--- src/rtl/tx_status_rr_arbiter.sv ---
// Two-input round-robin arbiter merging MAC TX status and JTAG debug status
// into one registered Avalon-ST source, with saturating debug counters.
module tx_status_rr_arbiter #(
    parameter int DATA_W = 40,
    parameter int ERR_W  = 7,
    parameter int CNT_W  = 16
) (
    input  logic              clk,
    input  logic              reset,
    input  logic              in0_valid,
    output logic              in0_ready,
    input  logic [DATA_W-1:0] in0_data,
    input  logic [ERR_W-1:0]  in0_error,
    input  logic              in1_valid,
    output logic              in1_ready,
    input  logic [DATA_W-1:0] in1_data,
    input  logic [ERR_W-1:0]  in1_error,
    output logic              out_valid,
    input  logic              out_ready,
    output logic [DATA_W-1:0] out_data,
    output logic [ERR_W-1:0]  out_error,
    output logic              out_channel,
    input  logic              clr_cnt,
    output logic [CNT_W-1:0]  cnt0,
    output logic [CNT_W-1:0]  cnt1,
    output logic [CNT_W-1:0]  err_cnt
);

    // Handshake: a word moves on any cycle where valid and ready are both high;
    // ready never looks at the same source's valid, only at the other source.
    logic load_en;
    logic last;
    logic acc0;
    logic acc1;
    logic acc_err;

    assign load_en   = ~out_valid | out_ready;
    assign in0_ready = load_en & (~in1_valid | last);
    assign in1_ready = load_en & (~in0_valid | ~last);
    assign acc0      = in0_valid & in0_ready;
    assign acc1      = in1_valid & in1_ready;
    assign acc_err   = (acc0 & (|in0_error)) | (acc1 & (|in1_error));

    // last starts at 1 so source 0 wins the first contention.
    always_ff @(posedge clk or posedge reset) begin
        if (reset) begin
            out_valid   <= 1'b0;
            out_data    <= '0;
            out_error   <= '0;
            out_channel <= 1'b0;
            last        <= 1'b1;
        end else if (load_en) begin
            out_valid <= acc0 | acc1;
            if (acc0) begin
                out_data    <= in0_data;
                out_error   <= in0_error;
                out_channel <= 1'b0;
                last        <= 1'b0;
            end else if (acc1) begin
                out_data    <= in1_data;
                out_error   <= in1_error;
                out_channel <= 1'b1;
                last        <= 1'b1;
            end
        end
    end

    // Clear beats a coincident increment; counters stick at all-ones.
    always_ff @(posedge clk or posedge reset) begin
        if (reset) begin
            cnt0    <= '0;
            cnt1    <= '0;
            err_cnt <= '0;
        end else if (clr_cnt) begin
            cnt0    <= '0;
            cnt1    <= '0;
            err_cnt <= '0;
        end else begin
            if (acc0 && (cnt0 != {CNT_W{1'b1}})) begin
                cnt0 <= cnt0 + CNT_W'(1);
            end
            if (acc1 && (cnt1 != {CNT_W{1'b1}})) begin
                cnt1 <= cnt1 + CNT_W'(1);
            end
            if (acc_err && (err_cnt != {CNT_W{1'b1}})) begin
                err_cnt <= err_cnt + CNT_W'(1);
            end
        end
    end

endmodule

--- config.mk ---
export PLATFORM = sky130hd
export DESIGN_NAME = tx_status_rr_arbiter
export DESIGN_NICKNAME = d
export VERILOG_FILES = /design/src/rtl/tx_status_rr_arbiter.sv
export SDC_FILE = /design/constraint.sdc
export NUM_CORES = 1
export LEC_CHECK = 0
export CAP_MARGIN = 20
export CELL_PAD_IN_SITES_DETAIL_PLACEMENT = 1
export CELL_PAD_IN_SITES_GLOBAL_PLACEMENT = 2
export CORE_UTILIZATION = 25
export CTS_BUF_LIST = sky130_fd_sc_hd__clkbuf_2
export DETAILED_ROUTE_END_ITERATION = 7
export GPL_TIMING_DRIVEN = 0
export PLACE_DENSITY_LB_ADDON = 0.1
export SYNTH_ARGS = -nofsm -noshare
export SYNTH_HDL_FRONTEND = slang
export SYNTH_SLANG_ARGS = --single-unit
--- constraint.sdc ---
create_clock -name clk -period 4.02 [get_ports clk]
set_input_delay 0.402 -clock clk [delete_from_list [all_inputs] [get_ports clk]]
set_output_delay 0.402 -clock clk [all_outputs]
set_load 0.01 [all_outputs]
==> impl_metrics.tcl, run 1 <==
set metrics [dict create \
    hpwl_um 13800 \
    status "completed" \
    io_pins 199 \
    synthesis.nets 667 \
    yosysUniqueCellTypes 47 \
    clk_pin_slew_ns 0.26 \
    pwr-share-seq 0.468 \
    crit_fanout 5 \
    min_period_ns 2.54 \
    first_iter_violations 115 \
    ant_nets 0 \
    gp_congestion 0.796 \
    ys_async_sr_fraction 1.00 \
    layout-drive-gt1-share 0.0425 \
    worst_path_max_delay_cell "dfstp_2" \
    die_x_um 144 \
    cts_setup_buffers 0 \
    clock_path_buffers 2 \
    post-place-ws_ns 1.07 \
    wl_per_cell_um 17.7 \
    grt_pass1_vias 5282 \
    start_kind "register" \
    comb_power_share 0.288 \
    power.internal_mw 1.76 \
    cts_tree "yes" \
    dr.pass1.iters 4 \
    r2r_setup_slack_ns 1.62 \
    drcViolationCount 0 \
    finalMaxSlewViolations 0 \
    clock_power_share 0.244 \
    p_sw_mw 0.772 \
    critPathArrivalTime_ns 2.14 \
    path_class "reg2out" \
    fp.coreArea_um2 19600 \
    areaGrowthSynthToFinish_pct 49.7 \
    yosysWarningCount 0 \
    setup_viol 0 \
    via_count 5069 \
    chipHeight_um 144 \
    worstPathCellList "and2b_4, nor2_1, clkdlybuf4s50_1" \
    cpPeakStageDelay_ns 0.64 \
    root_buffer "clkbuf_2" \
    io_buffers 197 \
    fp-row-count 51 \
    synth_common_cells "nand2_1, dfrtp_1, nor2_1" \
    grt_setup_unrepaired "false" \
    dieArea_um2 20600 \
    yosysTopAreaCellShare 0.484 \
    grt_pass1_wl_um 28500 \
    synthMuxAreaShare 0.0337 \
    yosys-top-cells-area "dfrtp_1, nand2_1, nor2_1, a31oi_1, xnor2_1" \
    cp-end-kind "primary output" \
    netlist_instances 564 \
    slew_headroom 0.359 \
    synth-simple-area-share 0.284 \
    fin_util 0.383 \
    leakagePower_nw 2.95 \
    numCtsBuffers 9 \
    worst_ep_required_time_ns 3.62 \
    synth_area_um2 5010 \
    routed_wl_um 18500 \
    tightest_slew_ns 0.953 \
    setup_ws_ns 1.48 \
    ys_seq_area_frac 0.489 \
    max_freq_mhz 393 \
    htreeDepth 3 \
    synthFlopType "dfrtp_1" \
    cts_hold_buf 0 \
    ir_drop_mv 0.129 \
    yosysTopAreaCell "dfrtp_1" \
    vias_per_cell 4.86 \
    synth_edf_count 0 \
    clock_skew_ns 0.0244 \
    fin_crit_sh 0.632 \
    hp-class "in2async" \
    track_usage 0.182 \
    antenna_found_initial 2 \
    synth_xor_xnor_area_share 0.0332 \
    switching_share 0.305 \
    clkSinkCount 98 \
    synth_top_family_by_area "simple AND/OR/NAND/NOR gates" \
    synthAdderAreaFrac 0.00749 \
    layout.nets 876 \
    cts.repair.resized 0 \
    clock_latency_ns 0.58 \
    grt_max_degree 60 \
    p_total_mw 2.53 \
    hold_viol 0 \
    syn-mean-instance-area_um2 8.89 \
    overflow 0 \
    drv_cap 0 \
    start_util 0.256 \
    powerDensity_nw_per_um2 337 \
    synth_compound_area_frac 0.122 \
    ys_ff_latch 98 \
    yosysMostFrequentCell "nand2_1" \
]
area by class of cell:
type | count | area, µm²
fill | 2299 | 12100
sequential | 98 | 2450
multi-input combinational | 426 | 2410
timing repair buffer | 198 | 2000
tap | 265 | 332
buffer | 31 | 120
clock inverter | 6 | 106
clock buffer | 9 | 45.0
inverter | 9 | 36.3
antenna | 2 | 5.00
worst max-delay path: cells and delay by family, from the launching register on:
kind | cells | cell delay [ns]
buffers and inverters | 1 | 0.57
flip-flops | 1 | 0.64
AND/OR/NAND/NOR | 2 | 0.37
cell families after synthesis:
group,count (synthesis)
fa+ha+maj,3
flops,98
mux,16
xor+xnor,19
simple gates,291
buf+inv,40
compound gates,97
final timing paths:
check	from	to	cells past startpoint
max	last$_DFFE_PP1P_	in0_ready	3
min	reset	out_data[30]$_DFFE_PP0P_	2
max reg2reg	out_valid$_DFFE_PP0P_	err_cnt[3]$_DFFE_PP0P_	7
min reg2reg	last$_DFFE_PP1P_	last$_DFFE_PP1P_	2
max in group asynchronous	reset	out_error[1]$_DFFE_PP0P_	3
min in group clk	in1_data[11]	out_data[11]$_DFFE_PP0P_	3
metrics by stage:
stage                     TNS (ns)  area [µm²]  hold slack, ns  instances
after global routing             0        7500           0.169       1043
final                            0        7500           0.178       1044
after floorplan                  0        5010           0.455        564
after global placement      -93.67        7320           0.467       1026
after detailed placement         0        7350           0.470       1027
after CTS                        0        7500           0.127       1042
flip-flops by register name (all words and copies together), names as in the netlist:
signal and flops:
out_data 40, err_cnt 16, last 1, cnt1 16, out_valid 1, out_channel 1, cnt0 16, out_error 7
layout by cell type (no fill, tap or decap), types with 3 or more instances in the layout:
cell,count
or4_1,6
nor4b_1,3
nor3_1,14
a21o_1,3
a211oi_1,5
dfrtp_1,97
buf_2,3
mux2_1,7
or3_1,6
mux2i_1,9
clkdlybuf4s50_1,197
nand3_1,19
and3_1,7
xnor2_1,19
clkbuf_2,9
o31ai_1,7
a31oi_1,40
inv_1,8
buf_1,4
nor4_1,11
a21oi_1,23
nand2_1,114
and4b_1,3
nand4_1,8
nor2b_1,7
ha_1,3
bufinv_16,3
nor2_1,75
nand4_2,3
o21ai_0,10
clkbuf_1,24
power groups by stage:
stage	Sequential (mW)	Clock [mW]	Combinational [mW]
floorplan	1.25	0	0.229
global placement	1.20	0	0.728
detailed placement	1.20	0	0.742
CTS	1.19	0.647	0.746
global route	1.20	0.677	0.800
finish	1.18	0.616	0.729
layer usage:
layer  up-vias  track usage  routed length (µm)
met2       162        0.292                8560
met1      2486        0.230                7990
met3        24       0.0553                1450
li1       2397            -                   -
met5         -            0                   0
met4         0       0.0700                 452
Note: power is estimated with default switching activity, not from simulation.
==> run 2, diff against run 1 <==
Settings changed: CORE_UTILIZATION 25 to 23.
Clock period 4.02 ns to 2.1 ns, I/O delays scaled along.
==> run 2 against run 1 <==
Die area up 8.6%; cell count up 2.4%; largest cell class is now multi-input combinational cells; via count down 0.14%; critical path depth up 5; clock skew up 0.024 ns; hold slack worse by 0.095 ns; count of clock-buffer cells in the layout unchanged; final area up 3.5%; register-to-register slack worse by 1.6 ns; sequential cell count unchanged; routed wire length up 4.1%.
==> impl_metrics.tcl, run 2 (synthesis results as in run 1) <==
set metrics [dict create \
    setup_viol 0 \
    powerDensity_nw_per_um2 594 \
    grt_max_degree 30 \
    wl_per_cell_um 18.0 \
    first_iter_violations 137 \
    track_usage 0.176 \
    clock_skew_ns 0.0487 \
    largest_reg_flops 40 \
    layout.nets 890 \
    grt_pass1_vias 5411 \
    fin_setup_tns_ns 0 \
    top_register "out_data" \
    cts_tree "yes" \
    fp.coreArea_um2 21200 \
    hold_viol 0 \
    path_class "reg2reg" \
    r2r_setup_slack_ns 0.04 \
    io_pins 199 \
    clock_power_share 0.192 \
    cp-end-kind "register" \
    die_x_um 150 \
    root_buffer "clkbuf_2" \
    grt_setup_unrepaired "true" \
    tightest_slew_ns 0.728 \
    crit_family "simple AND/OR/NAND/NOR gates" \
    overflow 0 \
    multi_input_area_um2 2550 \
    clock_path_buffers 2 \
    chipHeight_um 150 \
    drv_cap 0 \
    hpwl_um 14200 \
    power.internal_mw 3.06 \
    grt_pass1_wl_um 30100 \
    worst_path_max_delay_cell "dfstp_2" \
    clk_pin_slew_ns 0.32 \
    start_util 0.236 \
    hp-class "in2reg" \
    areaGrowthSynthToFinish_pct 54.8 \
    io_buffers 197 \
    worst_ep_required_time_ns 2.67 \
    fin_crit_sh 0.983 \
    comb_power_share 0.317 \
    slew_headroom 0.515 \
    fp-row-count 53 \
    cpPeakStageDelay_ns 0.63 \
    whs_ns 0.0834 \
    min_period_ns 2.06 \
    crit_fanout 8 \
    worstHoldStart "in1_data[22]" \
    clkSinkCount 98 \
    ant_nets 0 \
    drcViolationCount 0 \
    htreeDepth 3 \
    via_count 5062 \
    routed_wl_um 19200 \
    status "completed" \
    num-fill-cells 2474 \
    switching_share 0.336 \
    critPathLaunch "last$_DFFE_PP1P_" \
    final_common_cell "clkdlybuf4s50_1" \
    leakagePower_nw 3.09 \
    vias_per_cell 4.74 \
    dr.pass1.iters 4 \
    finalMaxSlewViolations 0 \
    clock_latency_ns 0.63 \
    antenna_found_initial 2 \
    critPathBufInv 3 \
    p_sw_mw 1.55 \
    gp_congestion 0.780 \
    pwr-share-seq 0.491 \
    layout-drive-gt1-share 0.106 \
    max_freq_mhz 485 \
    dieArea_um2 22400 \
    worstPathCellList "buf_6, and2b_4, nor4b_4, buf_4, nor4b_4, buf_6, a21oi_2, a31o_1" \
    start_kind "register" \
    r2r-start "last$_DFFE_PP1P_" \
    mostFrequentLayoutCells "clkdlybuf4s50_1, nand2_1, dfrtp_1" \
    regArea_um2 2450 \
    critPathArrivalTime_ns 2.63 \
    ir_drop_mv 0.251 \
    numCtsBuffers 9 \
]
run 2: cell count changes in the layout (fill, tap and decap cells not counted), moves of 3 or more:
cell       delta
clkbuf_2     +11
a21oi_2       +5
clkbuf_1     -10
buf_1         -3
buf_4        +11
bufinv_16     -3
buf_12        +3
nor4_1        -4
a21oi_1       -5
and3_1        -3
buf_6         +4
run 2: final timing paths:
path	endpoint	depth (start not counted)
max	cnt0[15]$_DFFE_PP0P_	8
min	out_data[22]$_DFFE_PP0P_	3
max reg2reg	cnt0[15]$_DFFE_PP0P_	8
min reg2reg	out_channel$_DFFE_PP0P_	2
max in group asynchronous	out_valid$_DFFE_PP0P_	5
min in group asynchronous	out_data[26]$_DFFE_PP0P_	3
run 2: repair_timing:
action                                  4_1_cts  5_1_grt
endpoints found under the hold margin        18        0
buffers inserted                              9        4
gates resized for setup                      27       28
cloned                                        1        0
pin swaps                                     4       11
hold buffers                                  1        0
endpoints found under the setup margin       78       68
run 2: power by group through the flow:
stage	clock, mW	sequential [mW]	combinational [mW]
floorplan	0	2.39	0.440
global placement	0	2.29	1.40
detailed placement	0	2.30	1.43
CTS	0.950	2.27	1.47
global route	1.01	2.31	1.60
finish	0.885	2.26	1.46
run 2: per-layer routing:
| metal | up-vias | wire [µm] | GRT usage |
|---|---|---|---|
| met4 | 0 | 302 | 0.0648 |
| met3 | 14 | 1470 | 0.0552 |
| li1 | 2424 | - | - |
| met5 | - | 0 | 0 |
| met2 | 140 | 9130 | 0.280 |
| met1 | 2484 | 8310 | 0.221 |
run 2: layout make-up:
type                            count  share of cell area
Clock buffer                        9             0.00580
Timing Repair Buffer              215               0.277
Buffer                             28              0.0164
Multi-Input combinational cell    426               0.329
Inverter                            9             0.00484
Sequential cell                    98               0.316
Antenna cell                        2            0.000645
Clock inverter                      7             0.00580
Tap cell                          275              0.0443
run 2: metrics by stage:
step / area (µm²) / worst slack (ns) / util / total power [mW] / cells
finish: 7760 / 0.0365 / 0.366 / 4.61 / 1069
floorplan: 5020 / 0.147 / - / 2.82 / 564
global route: 7760 / -0.0823 / 0.366 / 4.91 / 1069
global placement: 7330 / -0.630 / 0.346 / 3.69 / 1036
CTS: 7640 / -0.0541 / 0.360 / 4.68 / 1064
detailed placement: 7390 / -0.661 / 0.348 / 3.73 / 1039
run 2: worst register-to-register path, delay by kind of cell (launching register included):
kind	cells	cell delay [ns]
buf+inv	3	0.46
simple gates	3	0.71
compound gates	2	0.25
flops	1	0.63
==> run 3, diff against run 2 <==
Settings changed: HOLD_SLACK_MARGIN set to 0.08.
==> run 3 against run 2 <==
Via count rose by 6.2%; total power rose by 2.8%; sequential cell count did not move; first-iteration DRC count fell by 20%; clock skew fell by 0.0028 ns; register-to-register slack barely moved; sequential power barely moved; routed wire length rose by 2.6%; clock power rose by 0.7%; largest power group unchanged; utilization rose by 3.4 points.
==> impl_metrics.tcl, run 3 (synthesis results as in run 1) <==
set metrics [dict create \
    status "completed" \
    grt_setup_unrepaired "true" \
    largest_reg_flops 40 \
    dieArea_um2 22400 \
    drcViolationCount 0 \
    routed_wl_um 19700 \
    mostFrequentLayoutCells "clkdlybuf4s50_1, nand2_1, dfrtp_1" \
    p_total_mw 4.74 \
    hpwl_um 14200 \
    first_iter_violations 110 \
    setup_viol 0 \
    start_util 0.236 \
    ant_nets 0 \
    fp-row-count 53 \
    clock_skew_ns 0.0460 \
    clock_path_buffers 2 \
    track_usage 0.182 \
    clk_pin_slew_ns 0.32 \
    hold_viol 0 \
    htreeDepth 3 \
    finalMaxSlewViolations 0 \
    numCtsBuffers 9 \
    powerDensity_nw_per_um2 558 \
    io_pins 199 \
    chipHeight_um 150 \
    fp.coreArea_um2 21200 \
    grt_pass1_vias 5839 \
    fin_area_um2 8490 \
    cp-end-kind "register" \
    grt_pass1_wl_um 31400 \
    max_freq_mhz 486 \
    min_period_ns 2.06 \
    drv_cap 0 \
    die_x_um 150 \
    gp_congestion 0.780 \
    post-place-ws_ns -0.661 \
    top_register "out_data" \
    final_common_cell "clkdlybuf4s50_1" \
    layout.nets 961 \
    slew_headroom 0.515 \
    crit_fanout 8 \
    cts_tree "yes" \
    vias_per_cell 4.72 \
    leakagePower_nw 3.39 \
    antenna_found_initial 2 \
    clock_latency_ns 0.63 \
    path_class "reg2reg" \
    overflow 0 \
    tightest_slew_ns 0.727 \
    setup_ws_ns 0.0425 \
    fin_crit_sh 0.980 \
    multi_input_area_um2 2560 \
    io_buffers 197 \
    regArea_um2 2450 \
    critPathArrivalTime_ns 2.64 \
    hp-class "in2reg" \
    num-fill-cells 2451 \
    clkSinkCount 98 \
    areaGrowthSynthToFinish_pct 69.4 \
    grt_max_degree 30 \
    placed_cell_area_um2 7390 \
    wl_per_cell_um 17.3 \
    dr.pass1.iters 4 \
    worst_ep_required_time_ns 2.68 \
    ir_drop_mv 0.262 \
    root_buffer "clkbuf_2" \
    via_count 5377 \
    start_kind "register" \
    layout-drive-gt1-share 0.0973 \
]
==> run 3: through the flow <==
stage / TNS (ns) / hold slack (ns) / utilization / cells
after global placement: -83.68 / 0.465 / 0.346 / 1036
after detailed placement: -33.18 / 0.479 / 0.348 / 1039
after CTS: -0.431 / 0.0842 / 0.394 / 1136
final: 0 / 0.149 / 0.400 / 1140
after floorplan: 0 / 0.319 / - / 564
after global routing: -0.214 / 0.107 / 0.400 / 1140
==> run 3: what timing repair did <==
item	CTS	global route
endpoints found under the setup margin	78	72
hold endpoints to repair	57	0
cloned	1	0
resized for setup	27	33
pin swaps	4	10
setup buffers	9	4
hold buffers	73	0
==> run 3: critical path, stage by stage, from the launching register on <==
cell     delay (ns)
dfstp_2        0.63
buf_6          0.11
and2b_4        0.19
nor4b_4        0.33
buf_4          0.18
nor4b_4        0.19
buf_6          0.17
a21oi_2        0.06
a31o_1         0.19
==> run 3: report_power, final <==
group	switching, mW	internal (mW)	total (mW)
combinational	0.706	0.874	1.58
clock	0.734	0.157	0.891
sequential	0.147	2.12	2.27
==> run 3: area by class of cell <==
class                      count  area share
timing repair buffer         286       0.338
multi-input combinational    426       0.302
sequential                    98       0.289
tap                          275      0.0405
buffer                        28      0.0152
clock buffer                   9     0.00531
clock inverter                 7     0.00531
inverter                       9     0.00442
antenna                        2    0.000589
==> run 3: worst paths after layout <==
kind                                          from                        to  slack [ns]  cells after the start
max                               last$_DFFE_PP1P_      cnt0[15]$_DFFE_PP0P_        0.04                      8
min                                   in0_data[36]  out_data[36]$_DFFE_PP0P_        0.15                      3
max reg2reg                       last$_DFFE_PP1P_      cnt0[15]$_DFFE_PP0P_        0.04                      8
min reg2reg                out_channel$_DFFE_PP0P_   out_channel$_DFFE_PP0P_        0.54                      2
max in group asynchronous                    reset     out_valid$_DFFE_PP0P_        0.85                      5
min in group asynchronous                    reset  out_data[25]$_DFFE_PP0P_        0.46                      3
==> run 3: layer usage <==
| metal | track usage | vias up | share of wire | wire length (µm) |
|---|---|---|---|---|
| met5 | 0 | - | 0 | 0 |
| met4 | 0.0857 | 0 | 0.033 | 659 |
| met3 | 0.0470 | 28 | 0.058 | 1140 |
| met2 | 0.298 | 144 | 0.48 | 9440 |
| met1 | 0.222 | 2637 | 0.43 | 8460 |
| li1 | - | 2568 | - | - |
==> RTL change 1, RTL diff (settings of run 3) <==
Put one more register stage on the output `err_cnt`, with the module's reset. The value now appears one clock later. The other outputs are not delayed to match.
--- a/src/rtl/tx_status_rr_arbiter.sv
+++ b/src/rtl/tx_status_rr_arbiter.sv
@@ -25,6 +25,8 @@
     output logic [CNT_W-1:0]  cnt1,
     output logic [CNT_W-1:0]  err_cnt
 );
+
+    logic [CNT_W-1:0] err_cnt_s0;
 
     // Handshake: a word moves on any cycle where valid and ready are both high;
     // ready never looks at the same source's valid, only at the other source.
@@ -70,11 +72,11 @@
         if (reset) begin
             cnt0    <= '0;
             cnt1    <= '0;
-            err_cnt <= '0;
+            err_cnt_s0 <= '0;
         end else if (clr_cnt) begin
             cnt0    <= '0;
             cnt1    <= '0;
-            err_cnt <= '0;
+            err_cnt_s0 <= '0;
         end else begin
             if (acc0 && (cnt0 != {CNT_W{1'b1}})) begin
                 cnt0 <= cnt0 + CNT_W'(1);
@@ -82,9 +84,17 @@
             if (acc1 && (cnt1 != {CNT_W{1'b1}})) begin
                 cnt1 <= cnt1 + CNT_W'(1);
             end
-            if (acc_err && (err_cnt != {CNT_W{1'b1}})) begin
-                err_cnt <= err_cnt + CNT_W'(1);
+            if (acc_err && (err_cnt_s0 != {CNT_W{1'b1}})) begin
+                err_cnt_s0 <= err_cnt_s0 + CNT_W'(1);
             end
+        end
+    end
+
+    always_ff @(posedge clk or posedge reset) begin
+        if (reset) begin
+            err_cnt <= '0;
+        end else begin
+            err_cnt <= err_cnt_s0;
         end
     end
 
Check against the original RTL: not equivalent (a bounded check fails within 4 cycles, from zero or initial values and one cycle with reset high).
==> RTL change 1 against run 3 <==
- via count grew 4.0%
- sequential cell count grew 16
- sequential share of layout area grew 2.6 points
- clock skew grew 8.6 ps
- first-iteration DRC count grew 100%
- power grew 23%
- design area grew 7.5%
- global-route usage shrank 0.35 points
- worst setup slack lost 38 ps
- synthesized area grew 7.0%
- hold slack gained 45 ps
- routed wire length grew 5.2%
- largest power group unchanged
==> RTL change 1: results (changes against run 3) <==
Parameter                              Value

GRT
  Total track usage ... 17.85% (-0.35 points)
  Via count of the first global-routing pass ... 6,021 (+3.1%)

Detailed routing
  Wire length on met2 ... 10.10 mm (+6.9%)

CTS
  Skew-Pair Late Insertion Delay ... 670 ps (+40 ps)
  Inserted Clock Buffers ... 17 (+8)
  Clock H-tree levels ... 4 (+1)
  Post-CTS Setup Repair Bufs ... 1 (-8)
  Quantity of hold-fixing buffers added after cts ... 88 (+21%)

Logic synthesis
  Sequential area share after synthesis ... 53.19% (+4.3 points)
  Most instantiated cells after synthesis ... 113 x dfrtp_1, 110 x nand2_1, 79 x nor2_1
  Number of standard cells after synthesis ... 573 (+1.6%)

Critical path
  Count of cells along the worst register-to-register path ... 6 (-2)
  Worst-case register-to-register setup slack ... 60 ps (+20 ps)
  Largest fanout on the critical path ... 10 (+2)
  Endpoint arrival time on the critical path ... 2660 ps (+20 ps)
  CP Capture Point ... err_cnt_s0[10]
  Crit path from ... in0_error[1]

STA
  Relative slew slack ... 55.54% (+4.0 points)
  Period utilisation layout ... 99.80% (+1.8 points)

Placed design
  Post-place instance area ... 7792 um2 (+5.4%)
  Number of placed instances, taps included ... 1,086 (+4.5%)
  Placer's final routability congestion estimate ... 0.7512 (-3.6%)

Pwr
  Leakage power of the design ... 3.657 nW (+8.0%)
  Peak ir drop on the vdd network ... 0.0003623 V (+38%)

Layout
  Multi-input logic area ... 2401 um2 (-6.3%)
  Number of nets at the end of the flow ... 994 (+3.4%)
  Non-filler cells, final ... 1,218 (+6.8%)

Status
  Outcome ... complete, no violations

Min path
  Worst hold path endpoint ... out_data[13]
[RTL change 1: cell count changes after synthesis, sizes merged, moves of 5 or more]
cell | run 3 | this run
xnor2 | 19 | 24
inv | 9 | 4
a21oi | 23 | 18
dfrtp | 97 | 113
buf | 7 | 14
and4 | 1 | 6
nor3 | 14 | 8
[RTL change 1: cell families after synthesis]
| logic type | after synthesis | share of synthesized area, % |
|---|---|---|
| AND/OR/NAND/NOR | 286 | 25.05 |
| flip-flops | 114 | 53.20 |
| AO/OA/AOI/OAI | 94 | 11.29 |
| buffers and inverters | 38 | 3.102 |
| XOR/XNOR | 24 | 3.918 |
| multiplexers | 14 | 2.752 |
| adder cells (fa/ha/maj) | 3 | 0.6997 |
[RTL change 1: where the power goes]
| part | total, mW | internal, mW | leakage (nW) | switching, mW |
|---|---|---|---|---|
| logic | 1.59 | 0.877 | 2.06 | 0.709 |
| registers | 2.57 | 2.43 | 1.44 | 0.136 |
| clock network | 1.67 | 0.781 | 0.154 | 0.888 |
| total | 5.82 | 4.09 | 3.66 | 1.73 |
[RTL change 1: routing by layer]
metal | global-route usage (%) | vias up
li1 | - | 2658
met1 | 22.77 | 2781
met2 | 30.14 | 132
met3 | 3.586 | 23
met4 | 5.799 | 0
met5 | 0 | -
[RTL change 1: area by class of cell]
| cell class | instances | area share [%] |
|---|---|---|
| multi-input combinational | 421 | 26.31 |
| timing repair buffer | 299 | 32.95 |
| buffer | 34 | 1.851 |
| sequential | 114 | 31.47 |
| clock buffer | 20 | 1.097 |
| clock inverter | 12 | 1.796 |
| antenna | 1 | 0.02742 |
| inverter | 4 | 0.2057 |
| tap | 313 | 4.292 |
==> RTL change 2, RTL diff (config.mk and constraints of run 3) <==
Made on the original files. Change the parameter `CNT_W` from 16 to 14.
--- a/src/rtl/tx_status_rr_arbiter.sv
+++ b/src/rtl/tx_status_rr_arbiter.sv
@@ -3,7 +3,7 @@
 module tx_status_rr_arbiter #(
     parameter int DATA_W = 40,
     parameter int ERR_W  = 7,
-    parameter int CNT_W  = 16
+    parameter int CNT_W  = 14
 ) (
     input  logic              clk,
     input  logic              reset,
Interface: changed (resized cnt0, cnt1 and err_cnt); port bits go from 199 to 193. The function was not compared with the original's and may differ.
==> RTL change 2 against run 3 <==
- design area is 15% lower
- combinational power is 10% lower
- sequential share of layout area is 3.2 points higher
- non-clock buffer count is 82 lower
- synthesized area is 7.6% lower
- routed wire length is 14% lower
- sequential cell count is 6 lower
- synthesized cell count is 16% lower
- global-route usage is 1.6 points lower
- worst setup slack better by 38 ps
- power is 5.7% lower
- critical path depth stayed put
- largest power group unchanged
- highest routed layer unchanged
==> RTL change 2: results (changes against run 3) <==
Parameter                              Value

Logic synthesis
  Number of standard cells after synthesis ... 473 (-16%)
  Net Count, Synth ... 576 (-14%)
  Synth area leaders ... dfrtp_1 49%, mux2i_1 11%, a21oi_1 7.1%
  Share of the synthesized netlist area taken by xor and xnor gates ... 3.592% (+0.27 points)
  Sequential area share after synthesis ... 49.72% (+0.78 points)
  Mux cell area share after synthesis ... 11.29% (+7.9 points)
  Most instantiated cells after synthesis ... 91 x dfrtp_1, 78 x nor2_1, 66 x a21oi_1
  Compound-Gate Fraction of Synth Area ... 11.75% (-0.43 points)

Status
  Outcome ... complete, no violations

Placed design
  Placer's final routability congestion estimate ... 0.7698 (-1.3%)
  Port Buffer Count ... 192 (-2.5%)
  Post-place instance area ... 6930 um2 (-6.3%)
  Worst-case setup slack after placement ... -443.0 ps (+217.6 ps)
  Number of placed instances, taps included ... 932 (-10%)

Pwr
  Peak ir drop on the vdd network ... 0.0002642 V (+0.80%)
  Leakage power of the design ... 2.952 nW (-13%)
  Seq pwr share ... 47.7% (about the same)
  Fraction of power consumed by combinational cells ... 31.9% (-1.5 points)
  Power Clock ... 914 uW (+2.6%)

STA
  Worst setup skew after layout ... 36.22 ps (-9.752 ps)

Critical path
  Endpoint arrival time on the critical path ... 2560 ps (-80 ps)
  Slowest cell on crit path ... or4_1
  Stage delay of the slowest cell on the critical path ... 560 ps (-70 ps)

GRT
  Wire length of the first global-routing pass ... 25.81 mm (-18%)
  Total track usage ... 16.55% (-1.6 points)
  Largest net degree at the start of global routing ... 38 (+27%)
  Antenna violations before repair ... 1 (-1)

Layout
  Filler Cells Inserted ... 2,235 (-8.8%)
  Non-filler cells, final ... 961 (-16%)
  Multi-input logic area ... 2227 um2 (-13%)
  Multi-input gates ... 351 (-18%)
  Portion of the layout cell area used by clock cells ... 1.377% (+0.32 points)
  Area taken by flip-flops and latches ... 2305 um2 (-6.1%)
  Clk_buf instances ... 12 (+3)
  Non-clock buffering overhead in the final layout ... 30.52% (-4.8 points)
  Non-clock inverter count ... 5 (-4)
  Number of nets at the end of the flow ... 794 (-17%)

CTS
  Number of gates resized after cts ... 5 (-81%)
  Sinks on Clock Net ... 92 (-6.1%)
  Post-CTS Setup Repair Bufs ... 2 (-7)
  Quantity of hold-fixing buffers added after cts ... 7 (-90%)

Detailed routing
  Number of vias in the routed layout ... 4,409 (-18%)
  Wire length per cell after detailed routing ... 17.56 um (+1.6%)
RTL change 2: changes by cell type after synthesis, moves of 6 or more:
cell	delta
mux2_1	-6
a21oi_1	+43
a31oi_1	-40
nor3_1	-10
clkbuf_1	-9
nand3_1	-8
mux2i_1	+41
nand2_1	-87
dfrtp_1	-6
RTL change 2: routing by layer:
metal | up-vias | share of wire [%] | track usage, %
met1 | 2163 | 42 | 20.14
met3 | 13 | 6.6 | 5.232
met4 | 0 | 1.4 | 5.431
met5 | - | 0 | 0
li1 | 2121 | - | -
met2 | 112 | 50 | 27.51
RTL change 2: worst paths after layout:
kind | start | endpoint | slack (ps) | cells after the start
max in group asynchronous | reset | last | 830 | 4
worst max-delay path | in1_error[2] | err_cnt[6] | 80 | 8
worst max register to register | err_cnt[0] | err_cnt[10] | 140 | 6
worst min register to register | out_channel | out_channel | 530 | 2
worst min-delay path | in0_data[17] | out_data[17] | 160 | 3
min in group asynchronous | reset | cnt0[13] | 580 | 3
